`config.mk`:
```
export PLATFORM = sky130hd
export DESIGN_NAME = pipe_ctrl
export DESIGN_NICKNAME = d
export VERILOG_FILES = /design/src/rtl/pipe_ctrl_pkg.sv /design/src/rtl/pipe_ctrl_hazard_detect.sv /design/src/rtl/pipe_ctrl.sv
export SDC_FILE = /design/constraint.sdc
export NUM_CORES = 1
export LEC_CHECK = 0
export CAP_MARGIN = 25
export CORE_ASPECT_RATIO = 0.75
export CORE_MARGIN = 10
export CORE_UTILIZATION = 45
export DETAILED_ROUTE_END_ITERATION = 7
export PLACE_DENSITY = 0.85
export SETUP_SLACK_MARGIN = 0.02
export SYNTH_ARGS = -nofsm -noshare
export SYNTH_HDL_FRONTEND = slang
export SYNTH_SLANG_ARGS = --single-unit
```
`constraint.sdc`:
```
create_clock -name clk -period 7.25 [get_ports clk]
set_input_delay 0.725 -clock clk [delete_from_list [all_inputs] [get_ports clk]]
set_output_delay 0.725 -clock clk [all_outputs]
set_load 0.1 [all_outputs]
```
`src/rtl/pipe_ctrl_pkg.sv`:
```
// Shared encodings, widths and control payload for the pipeline hazard/flow controller.
package pipe_ctrl_pkg;

  localparam int unsigned CTRL_XLEN   = 32;
  localparam int unsigned CTRL_REG_AW = 5;
  localparam int unsigned CTRL_CNT_W  = 32;
  localparam int unsigned CTRL_FCNT_W = 3;

  localparam logic [CTRL_XLEN-1:0] INST_NOP = 32'h0000_0013;

  typedef enum logic [1:0] {
    CTRL_RUN   = 2'd0,
    CTRL_FLUSH = 2'd1,
    CTRL_STALL = 2'd2,
    CTRL_HALT  = 2'd3
  } ctrl_state_e;

  // Per-cycle pipeline control bundle driven into pc_reg, if_id and id_ex.
  typedef struct packed {
    logic                 pc_jump_en;
    logic [CTRL_XLEN-1:0] pc_jump_addr;
    logic                 hold_pc;
    logic                 hold_if_id;
    logic                 hold_id_ex;
    logic                 flush_if_id;
    logic                 flush_id_ex;
  } ctrl_t;

endpackage

```
`src/rtl/pipe_ctrl_hazard_detect.sv`:
```
// Load-use comparator: a load in id_ex whose rd feeds the instruction in decode.
module pipe_ctrl_hazard_detect
  import pipe_ctrl_pkg::*;
(
  input  logic                   idex_load_i,
  input  logic [CTRL_REG_AW-1:0] idex_rd_i,
  input  logic [CTRL_REG_AW-1:0] id_rs1_i,
  input  logic [CTRL_REG_AW-1:0] id_rs2_i,
  output logic                   hazard_c
);

  // x0 is never a real dependency, so rd==0 never raises a hazard.
  always_comb begin
    hazard_c = idex_load_i && (idex_rd_i != '0) &&
               ((idex_rd_i == id_rs1_i) || (idex_rd_i == id_rs2_i));
  end

endmodule

```
`src/rtl/pipe_ctrl.sv`:
```
// Central hazard and flow controller for the IF/ID/EX pipeline.
module pipe_ctrl
  import pipe_ctrl_pkg::*;
#(
  parameter int unsigned FLUSH_CYCLES = 1,
  parameter int unsigned CNT_W        = CTRL_CNT_W
) (
  input  logic                   clk,
  input  logic                   rst_n,
  input  logic                   jump_en_i,
  input  logic [CTRL_XLEN-1:0]   jump_addr_i,
  input  logic                   busy_i,
  input  logic                   idex_load_i,
  input  logic [CTRL_REG_AW-1:0] idex_rd_i,
  input  logic [CTRL_REG_AW-1:0] id_rs1_i,
  input  logic [CTRL_REG_AW-1:0] id_rs2_i,
  input  logic                   halt_req_i,
  output logic                   pc_jump_en_o,
  output logic [CTRL_XLEN-1:0]   pc_jump_addr_o,
  output logic                   hold_pc_o,
  output logic                   hold_if_id_o,
  output logic                   hold_id_ex_o,
  output logic                   flush_if_id_o,
  output logic                   flush_id_ex_o,
  output logic                   halt_ack_o,
  output logic [1:0]             state_o,
  output logic [CNT_W-1:0]       stall_cycles_o,
  output logic [CNT_W-1:0]       flush_events_o
);

  ctrl_state_e            state_q, state_d;
  logic [CTRL_FCNT_W-1:0] cnt_q, cnt_d;
  logic                   halt_ack_q;
  logic [CNT_W-1:0]       stall_q, flush_ev_q;
  ctrl_t                  ctrl;
  logic                   jump_acc;
  logic                   hazard_c;

  pipe_ctrl_hazard_detect u_hazard_detect (
    .idex_load_i (idex_load_i),
    .idex_rd_i   (idex_rd_i),
    .id_rs1_i    (id_rs1_i),
    .id_rs2_i    (id_rs2_i),
    .hazard_c    (hazard_c)
  );

  // State, flush countdown, halt acknowledge and performance counters.
  always_ff @(posedge clk or negedge rst_n) begin
    if (!rst_n) begin
      state_q    <= CTRL_RUN;
      cnt_q      <= '0;
      halt_ack_q <= 1'b0;
      stall_q    <= '0;
      flush_ev_q <= '0;
    end else begin
      state_q    <= state_d;
      cnt_q      <= cnt_d;
      halt_ack_q <= (state_d == CTRL_HALT);
      stall_q    <= stall_q + CNT_W'(ctrl.hold_pc);
      flush_ev_q <= flush_ev_q + CNT_W'(jump_acc);
    end
  end

  // Next state and per-cycle controls; priority jump > busy > halt > load-use.
  always_comb begin
    state_d  = state_q;
    cnt_d    = cnt_q;
    ctrl     = '0;
    jump_acc = 1'b0;

    if (state_q == CTRL_HALT) begin
      // Halted core: keep fetch frozen and feed bubbles; jump/busy are ignored.
      ctrl.hold_pc     = 1'b1;
      ctrl.hold_if_id  = 1'b1;
      ctrl.flush_id_ex = 1'b1;
      if (!halt_req_i) begin
        state_d = CTRL_RUN;
      end
    end else if (jump_en_i) begin
      jump_acc          = 1'b1;
      ctrl.pc_jump_en   = 1'b1;
      ctrl.pc_jump_addr = jump_addr_i;
      ctrl.flush_if_id  = 1'b1;
      ctrl.flush_id_ex  = 1'b1;
      if (FLUSH_CYCLES > 1) begin
        state_d = CTRL_FLUSH;
        cnt_d   = CTRL_FCNT_W'(FLUSH_CYCLES - 1);
      end else begin
        state_d = CTRL_RUN;
        cnt_d   = '0;
      end
    end else if (busy_i) begin
      ctrl.hold_pc    = 1'b1;
      ctrl.hold_if_id = 1'b1;
      ctrl.hold_id_ex = 1'b1;
      state_d         = CTRL_STALL;
    end else begin
      case (state_q)
        CTRL_FLUSH: begin
          // Pending halt requests wait until the flush drains back to RUN.
          ctrl.flush_if_id = 1'b1;
          ctrl.flush_id_ex = 1'b1;
          cnt_d            = cnt_q - CTRL_FCNT_W'(1);
          if (cnt_q == CTRL_FCNT_W'(1)) begin
            state_d = CTRL_RUN;
          end
        end
        CTRL_STALL: begin
          state_d = CTRL_RUN;
        end
        default: begin
          if (halt_req_i) begin
            ctrl.hold_pc     = 1'b1;
            ctrl.hold_if_id  = 1'b1;
            ctrl.flush_id_ex = 1'b1;
            state_d          = CTRL_HALT;
          end else if (hazard_c) begin
            ctrl.hold_pc     = 1'b1;
            ctrl.hold_if_id  = 1'b1;
            ctrl.flush_id_ex = 1'b1;
          end
        end
      endcase
    end

    if (!rst_n) begin
      ctrl     = '0;
      jump_acc = 1'b0;
    end
  end

  assign pc_jump_en_o   = ctrl.pc_jump_en;
  assign pc_jump_addr_o = ctrl.pc_jump_addr;
  assign hold_pc_o      = ctrl.hold_pc;
  assign hold_if_id_o   = ctrl.hold_if_id;
  assign hold_id_ex_o   = ctrl.hold_id_ex;
  assign flush_if_id_o  = ctrl.flush_if_id;
  assign flush_id_ex_o  = ctrl.flush_id_ex;
  assign halt_ack_o     = halt_ack_q;
  assign state_o        = state_q;
  assign stall_cycles_o = stall_q;
  assign flush_events_o = flush_ev_q;

endmodule

```
==> results.yml, run 1 <==
status:
  status: "completed"
global_routing:
  globalRouteOverflowTotal: 0
  grt_pass1_wl_um: 17000
  grt_max_degree: 47
  first_global_vias: 3369
  grt_use_total_pct: 17.5
  antenna_found_initial: 0
sta:
  relSlewSlack_pct: 30.2
  fin_skew_ns: 0.0115
  hold_violations: 0
  finalSetupTns_ns: 0
  tightest_slew_ns: 1.04
  whs_ns: 0.437
  max_freq_ghz: 0.243
  finalSetupViolations: 0
  finalCritPeriodShare_pct: 56.7
  setup_ws_ns: 3.14
  drv_slew: 0
  period_minus_slack_ns: 4.11
  grt_setup_unrepaired: "no"
clock_network:
  cts_resized: 0
  cts_buffer_depth: 2
  hold_buffers: 0
  clock_latency_ns: 0.34
  cts_root_buffer: "clkbuf_8"
  cts_tree: "done"
  numClockSinks: 70
  htree_levels: 3
  postCtsSetupBuffers: 0
  cts.clk_slew.worst_paths_ns: 0.07
  cts_buffers: 9
route:
  drt_iter0_markers: 166
  vias: 3107
  postRouteAntennaNets: 0
  dr.pass1.iters: 4
  drc: 0
  wl_per_cell_um: 17.1
  wirelength_um: 10500
  vias_per_cell: 5.08
die:
  die_w_um: 123
  die_y_um: 97.0
  core_mm2: 0.00750
  pin_count: 158
  start_util_pct: 47.4
  dieArea_mm2: 0.0119
  std_cell_rows: 27
setup_path:
  worst_ep_required_time_ns: 6.52
  cp-end-kind: "output port"
  worstPathArrival_ns: 3.39
  timing.critical_path.fanout_max: 3
  crit_type: "input pin to output port"
  critPathLaunchType: "input pin"
logic_synthesis:
  ys.flop_type: "dfrtp_1"
  yosysSeqAreaShare_pct: 49.3
  synthCells: 341
  ys_seq_elements: 70
  syn_area_per_cell_um2: 10.4
  async_flop_share_pct: 100
  netlist_area_mm2: 0.00355
  synth_edf_count: 0
  yosysUniqueCellTypes: 38
  synth_fp_nets: 402
  yosysWarnings: 0
power_and_ir_drop:
  p_leak_nw: 2.32
  seq_power_share_pct: 36.7
  p_sw_share_pct: 44.1
  clkPwrFrac_pct: 25.0
  power_density_mw_per_mm2: 231
  max-vdd-ir-drop_mv: 0.286
  p_int_w: 0.000702
  p_comb_share_pct: 38.3
  p_sw_w: 0.000553
layout:
  num_antenna_cells: 0
  layout.cells.most_common: "clkdlybuf4s50_1"
  syn2layout_area_growth_pct: 53.1
  drive_above_1_share_pct: 5.48
  final_cell_mix: "clkdlybuf4s50_1 (156), dfrtp_1 (70), xnor2_1 (49)"
  num-nets-final: 567
placed_design:
  dp_worst_setup_slack_ns: 3.17
  place.port_buffers: 157
  dpl.hpwl_um: 8440
  gp_congestion: 0.833
worst_hold_path:
  hold_class: "input pin to async pin"
run:
  drv_cap: 0
-- synthesized netlist by cell type (all sizes together), types with 2 or more instances --
library cell   n  area [µm²]
nand2         32         123
a41o           2        20.0
a22o           4        35.0
dfrtp         70        1750
ha             8         100
nor4           3        40.0
nor3           7        35.0
xnor2         49         429
nand3         23         115
clkbuf         4        15.0
or3            3        18.8
inv            8        30.0
nor2          18        67.6
or2            3        18.8
nand4         14         103
and2          34         213
o21ai          4        20.0
and3          14        91.3
nor3b          2        15.0
nand2b         2        12.5
xor2          21         184
a21oi          5        25.0
or4            2        15.0
-- logic make-up (layout without fill, tap and decap cells) --
family | Yosys count | after routing | share of synthesized area [%]
AO/OA/AOI/OAI | 20 | 20 | 4.05
flip-flops | 70 | 70 | 49.3
AND/OR/NAND/NOR | 159 | 159 | 24.8
multiplexers | 1 | 1 | 0.282
XOR/XNOR | 70 | 70 | 17.3
adder cells (fa/ha/maj) | 8 | 8 | 2.82
buffers and inverters | 13 | 183 | 1.48
-- power groups by stage --
stage               clock [W]  combinational [W]  sequential [W]
floorplan                   0           0.000127        0.000678
global placement            0           0.000481        0.000466
detailed placement          0           0.000484        0.000468
CTS                  0.000320           0.000486        0.000461
global route         0.000339           0.000501        0.000467
finish               0.000313           0.000480        0.000461
-- metrics by stage --
stage / area (µm²) / cells / power (W) / utilization (%)
floorplan: 3550 / 341 / 0.000805 / -
global placement: 5240 / 596 / 0.000947 / 69.9
detailed placement: 5240 / 596 / 0.000952 / 69.9
CTS: 5440 / 612 / 0.00127 / 72.6
global route: 5440 / 612 / 0.00131 / 72.6
finish: 5440 / 612 / 0.00125 / 72.6
-- final timing paths --
kind | to | slack [ns] | startpoint | cells past startpoint
worst max-delay path | hold_pc_o | 3.14 | idex_rd_i[2] | 6
worst min-delay path | state_o[1] | 0.44 | rst_n | 1
worst max register to register | stall_cycles_o[24] | 4.26 | state_o[1] | 12
worst min register to register | flush_events_o[31] | 0.48 | flush_events_o[31] | 1
max in group asynchronous | flush_events_o[8] | 5.80 | rst_n | 2
min in group clk | flush_events_o[31] | 0.48 | flush_events_o[31] | 1
-- cell type report --
class / instances / area (µm²)
clock buffer: 10 / 128
clock inverter: 6 / 70.1
fill: 542 / 2060
inverter: 8 / 30.0
multi-input combinational: 258 / 1750
sequential: 70 / 1750
tap: 101 / 126
timing repair buffer: 159 / 1580
-- critical path: stages --
cell and delay [ns]:
clkdlybuf4s50_1 0.55, xnor2_1 0.14, nand3_1 0.09, o31ai_1 0.40, a41o_1 0.30, clkdlybuf4s50_1 1.17
-- flip-flops by register name, summed over array words and instances, names as in the netlist --
| name | flops |
|---|---|
| flush_events_o | 32 |
| stall_cycles_o | 32 |
| cnt_q | 3 |
| state_o | 2 |
| halt_ack_o | 1 |
-- per-layer routing --
layer	vias to the layer above	GRT usage (%)	routed length [µm]
li1	1482	-	-
met1	1497	19.5	4180
met2	122	28.3	4970
met3	6	10.8	1290
met4	0	2.51	40
met5	-	0	0
Note: power is estimated with default switching activity, not from simulation.
==> inputs of run 2 (changes only) <==
--- a/config.mk
+++ b/config.mk
@@ -8,9 +8,9 @@
 export CAP_MARGIN = 25
 export CORE_ASPECT_RATIO = 0.75
 export CORE_MARGIN = 10
-export CORE_UTILIZATION = 45
+export CORE_UTILIZATION = 42
 export DETAILED_ROUTE_END_ITERATION = 7
-export PLACE_DENSITY = 0.85
+export PLACE_DENSITY = 0.8
 export SETUP_SLACK_MARGIN = 0.02
 export SYNTH_ARGS = -nofsm -noshare
 export SYNTH_HDL_FRONTEND = slang
==> constraint.sdc (replaced) <==
create_clock -name clk -period 3.95 [get_ports clk]
set_input_delay 0.395 -clock clk [delete_from_list [all_inputs] [get_ports clk]]
set_output_delay 0.395 -clock clk [all_outputs]
set_load 0.1 [all_outputs]
==> results.yml, run 2 (synthesis gave the netlist of run 1 again) <==
status:
  status: "completed"
route:
  postRouteAntennaNets: 0
  met2WireLength_um: 5010
  routed-wl-met3_um: 1150
  drc: 0
  wl_met1_um: 4000
  vias: 3063
  drt_iter0_markers: 134
  vias_per_cell: 4.96
  wirelength_um: 10200
  wl_per_cell_um: 16.5
  dr.pass1.iters: 4
  top_layer_used: "met4"
clock_network:
  clock_latency_ns: 0.32
  cts_buffer_depth: 2
  cts_buffers: 9
  cts_root_buffer: "clkbuf_16"
  htree_levels: 3
  cts_resized: 0
  numClockSinks: 70
  cts.clk_slew.worst_paths_ns: 0.06
  cts_tree: "done"
global_routing:
  antenna_found_initial: 0
  grt_pass1_wl_um: 16600
  globalRouteOverflowTotal: 0
  grt_use_total_pct: 16.1
  grt_max_degree: 70
  first_global_vias: 3214
die:
  dieArea_mm2: 0.0126
  core_mm2: 0.00806
  start_util_pct: 44.1
  pin_count: 158
  die_y_um: 99.7
  die_w_um: 126
  std_cell_rows: 28
layout:
  final_cell_mix: "clkdlybuf4s50_1 (118), dfrtp_1 (70), xnor2_1 (49)"
  fin_area_mm2: 0.00550
  drive_above_1_share_pct: 13.3
  syn2layout_area_growth_pct: 54.7
  num_antenna_cells: 0
  layout.cells.most_common: "clkdlybuf4s50_1"
  num-nets-final: 568
placed_design:
  dpl.hpwl_um: 8220
  place.port_buffers: 157
  gp_congestion: 0.898
  placed_cell_area_mm2: 0.00516
worst_hold_path:
  hold_class: "register to register"
power_and_ir_drop:
  p_leak_nw: 2.47
  p_total_w: 0.00258
  max-vdd-ir-drop_mv: 0.262
  power_density_mw_per_mm2: 470
sta:
  grt_setup_unrepaired: "no"
  finalSetupViolations: 0
  period_minus_slack_ns: 2.91
  drv_slew: 0
  hold_violations: 0
  finalCritPeriodShare_pct: 73.7
  max_freq_ghz: 0.344
  tightest_slew_ns: 1.02
  relSlewSlack_pct: 31.6
  fin_skew_ns: 0.00563
  finalSetupTns_ns: 0
setup_path:
  timing.critical_path.fanout_max: 7
  crit_type: "input pin to register"
  worst_ep_required_time_ns: 4.20
  cp-end-kind: "register"
  worstPathArrival_ns: 3.16
  critPathLaunchType: "input pin"
run:
  drv_cap: 0
run 2: cell types whose count changed in the layout (fill, tap and decap cells not counted), moves of 3 or more:
cell,change
clkbuf_16,+9
buf_4,+39
clkinvlp_4,-3
clkdlybuf4s50_1,-38
clkbuf_8,-8
run 2: cell type report:
cell class / count / area [µm²]
fillers: 611 / 2560
multi-input cells: 258 / 1760
flip-flops and latches: 70 / 1750
repair buffers: 160 / 1500
clock buffers: 11 / 243
well taps: 105 / 131
clock inverters: 5 / 82.6
inverters: 8 / 30.0
run 2: timing repair:
| action | CTS | global route |
|---|---|---|
| hold endpoints to repair | 2 | 0 |
| setup buffers | 0 | 0 |
| hold buffers | 1 | 0 |
run 2: path summary, 6_finish.rpt:
kind | endpoint | from | depth (start not counted) | slack (ns)
min reg2reg | flush_events_o[31] | flush_events_o[31] | 1 | 0.47
min | flush_events_o[31] | flush_events_o[31] | 1 | 0.47
max reg2reg | stall_cycles_o[24] | state_o[1] | 11 | 1.09
max | stall_cycles_o[24] | idex_rd_i[4] | 12 | 1.04
max in group asynchronous | flush_events_o[20] | rst_n | 3 | 2.40
min in group asynchronous | cnt_q[0] | rst_n | 2 | 0.52
run 2: critical path, cell delays in order:
cell             delay, ns
clkdlybuf4s50_1       0.48
xnor2_1               0.24
nand3_1               0.11
o31ai_1               0.31
a41o_2                0.27
ha_1                  0.21
ha_1                  0.20
nand3_1               0.24
nor2_1                0.21
nand2_1               0.12
nor3_1                0.22
xor2_1                0.16
run 2: report_power, final:
| part | internal (W) | switching (W) | leakage (nW) |
|---|---|---|---|
| logic | 0.000216 | 0.000657 | 1.37 |
| clock network | 0.000571 | 0.000292 | 0.160 |
| registers | 0.000774 | 0.0000735 | 0.942 |
run 2: stage by stage:
step / instances / utilization (%) / hold WS, ns / setup WS (ns)
finish: 617 / 68.2 / 0.473 / 1.04
global route: 617 / 68.2 / 0.496 / 0.747
CTS: 617 / 68.2 / 0.481 / 1.05
detailed placement: 600 / 64.1 / 0.217 / 0.740
global placement: 600 / 64.1 / 0.216 / 0.865
floorplan: 341 / - / 0.0994 / 0.222
run 2: per-layer routing:
| layer | global-route usage, % | vias up |
|---|---|---|
| met4 | 2.71 | 0 |
| li1 | - | 1492 |
| met1 | 16.7 | 1451 |
| met5 | 0 | - |
| met3 | 9.76 | 5 |
| met2 | 27.7 | 115 |
==> inputs of run 3 (changes only) <==
==> constraint.sdc (replaced) <==
create_clock -name clk -period 2.87 [get_ports clk]
set_input_delay 0.287 -clock clk [delete_from_list [all_inputs] [get_ports clk]]
set_output_delay 0.287 -clock clk [all_outputs]
set_load 0.1 [all_outputs]
==> results.yml, run 3 (synthesis gave the netlist of run 1 again) <==
status:
  status: "completed"
die:
  std_cell_rows: 28
  pin_count: 158
  core_mm2: 0.00806
  start_util_pct: 44.1
  dieArea_mm2: 0.0126
  die_w_um: 126
  die_y_um: 99.7
setup_path:
  crit_end: "stall_cycles_o[14]"
  worst_ep_required_time_ns: 3.08
  r2r_start: "state_o[0]"
  path_depth: 10
  cp_top_family: "simple AND/OR/NAND/NOR gates"
  cp-end-kind: "register"
  worstPathArrival_ns: 2.78
  critPathLaunchType: "input pin"
  crit_buf_inv: 1
  startpoint: "idex_rd_i[2]"
  r2r-end: "stall_cycles_o[14]"
  crit_type: "input pin to register"
  crit_path_top_delay_cell: "clkdlybuf4s50_1"
  slowest_delay_ns: 0.58
  reg2reg_slack_ns: 0.40
  worstRegToRegCells: 9
  crit_chain: "clkdlybuf4s50_1, xnor2_1, nand3_1, o31ai_1, a41o_4, ha_4, ha_4, nand3_4, or4_1, xnor2_1"
  timing.critical_path.fanout_max: 4
placed_design:
  dp.cells: 608
  gp_congestion: 0.866
  dpl.hpwl_um: 9140
  placed_cell_area_mm2: 0.00559
  place.port_buffers: 157
  dp_worst_setup_slack_ns: -0.00703
clock_network:
  cts_resized: 0
  cts.clk_slew.worst_paths_ns: 0.06
  cts_buffers: 9
  clock_latency_ns: 0.32
  cts_root_buffer: "clkbuf_16"
  numClockSinks: 70
  cts_tree: "done"
  htree_levels: 3
  cts_buffer_depth: 2
power_and_ir_drop:
  p_leak_nw: 2.72
  power_density_mw_per_mm2: 608
  max-vdd-ir-drop_mv: 0.905
global_routing:
  grt_pass1_wl_um: 17900
  globalRouteOverflowTotal: 0
  antenna_found_initial: 0
  grt_max_degree: 37
  first_global_vias: 3336
  grt_use_total_pct: 17.4
layout:
  layout.cells.non_filler: 625
  syn2layout_area_growth_pct: 66.2
  layout.cells.most_common: "buf_4"
  fillers: 582
  num-nets-final: 576
  drive_above_1_share_pct: 29.4
  final_cell_mix: "buf_4 (80), dfrtp_1 (68), clkdlybuf4s50_1 (51)"
  multiInputGateArea_mm2: 0.00183
  regArea_mm2: 0.00176
  fin_area_mm2: 0.00591
  num_antenna_cells: 0
route:
  vias_per_cell: 5.04
  wl_per_cell_um: 18.0
  drc: 0
  wirelength_um: 11200
  drt_iter0_markers: 221
  dr.pass1.iters: 4
  postRouteAntennaNets: 0
  vias: 3152
sta:
  fin_skew_ns: 0.00666
  grt_setup_unrepaired: "no"
  finalSetupViolations: 0
  hold_violations: 0
  drv_slew: 0
  setup_ws_ns: 0.302
  finalCritPeriodShare_pct: 89.5
  tightest_slew_ns: 0.539
  period_minus_slack_ns: 2.57
  relSlewSlack_pct: 63.7
  max_freq_ghz: 0.389
worst_hold_path:
  hold_class: "input pin to async pin"
run:
  drv_cap: 0
run 3: cell count changes in the layout (fill, tap and decap cells not counted), sizes merged:
| cell | before | now |
|---|---|---|
| clkinv | 3 | 1 |
| clkdlybuf4s50 | 118 | 51 |
| clkinvlp | 0 | 3 |
| buf | 41 | 116 |
| bufinv | 2 | 1 |
run 3: cell type report:
cell class / instances / area share, %
Clock buffer: 11 / 4.28
Multi-Input combinational cell: 258 / 31.0
Clock inverter: 5 / 0.974
Inverter: 8 / 0.551
Tap cell: 105 / 2.22
Sequential cell: 70 / 29.8
Timing Repair Buffer: 168 / 31.2
run 3: worst reg2reg max path: stages (launching register included):
cell and delay, ns:
dfrtp_4 0.54, ha_4 0.32, a21oi_1 0.08, o21ai_0 0.24, a41o_4 0.16, ha_4 0.15, ha_4 0.15, nand3_4 0.08
or4_1 0.51, xnor2_1 0.14
run 3: worst min-delay path by stage:
stage	startpoint	end	slack, ns
after floorplan	rst_n	cnt_q[0]	-0.009
after global placement	rst_n	stall_cycles_o[0]	0.11
after global routing	rst_n	halt_ack_o	0.39
final	rst_n	halt_ack_o	0.37
after detailed placement	rst_n	stall_cycles_o[0]	0.12
after CTS	rst_n	halt_ack_o	0.36
run 3: metrics by stage:
stage | TNS, ns | power, W | hold slack, ns | utilization [%]
2_1_floorplan | 0 | 0.00207 | -0.00859 | -
3_3_place_gp | 0 | 0.00248 | 0.114 | 69.3
3_5_place_dp | -0.00962 | 0.00250 | 0.122 | 69.3
4_1_cts | 0 | 0.00362 | 0.365 | 73.3
5_1_grt | 0 | 0.00372 | 0.388 | 73.3
6_report | 0 | 0.00359 | 0.374 | 73.3
run 3: metal layers:
| layer | part of all wire (%) | global-route usage, % |
|---|---|---|
| met5 | 0 | 0 |
| met4 | 0.87 | 3.67 |
| met3 | 5.2 | 5.04 |
| met2 | 54 | 32.3 |
| met1 | 40 | 19.4 |
run 3: report_power, final:
group | total [W] | internal, W | switching (W) | leakage (nW)
Combinational | 0.00128 | 0.000347 | 0.000931 | 1.64
Clock | 0.00112 | 0.000718 | 0.000404 | 0.144
Sequential | 0.00119 | 0.00107 | 0.000127 | 0.939
run 3: timing repair:
action                                 CTS  global route
endpoints found under the hold margin    2             0
setup buffers                            0             0
hold buffers                             1             0
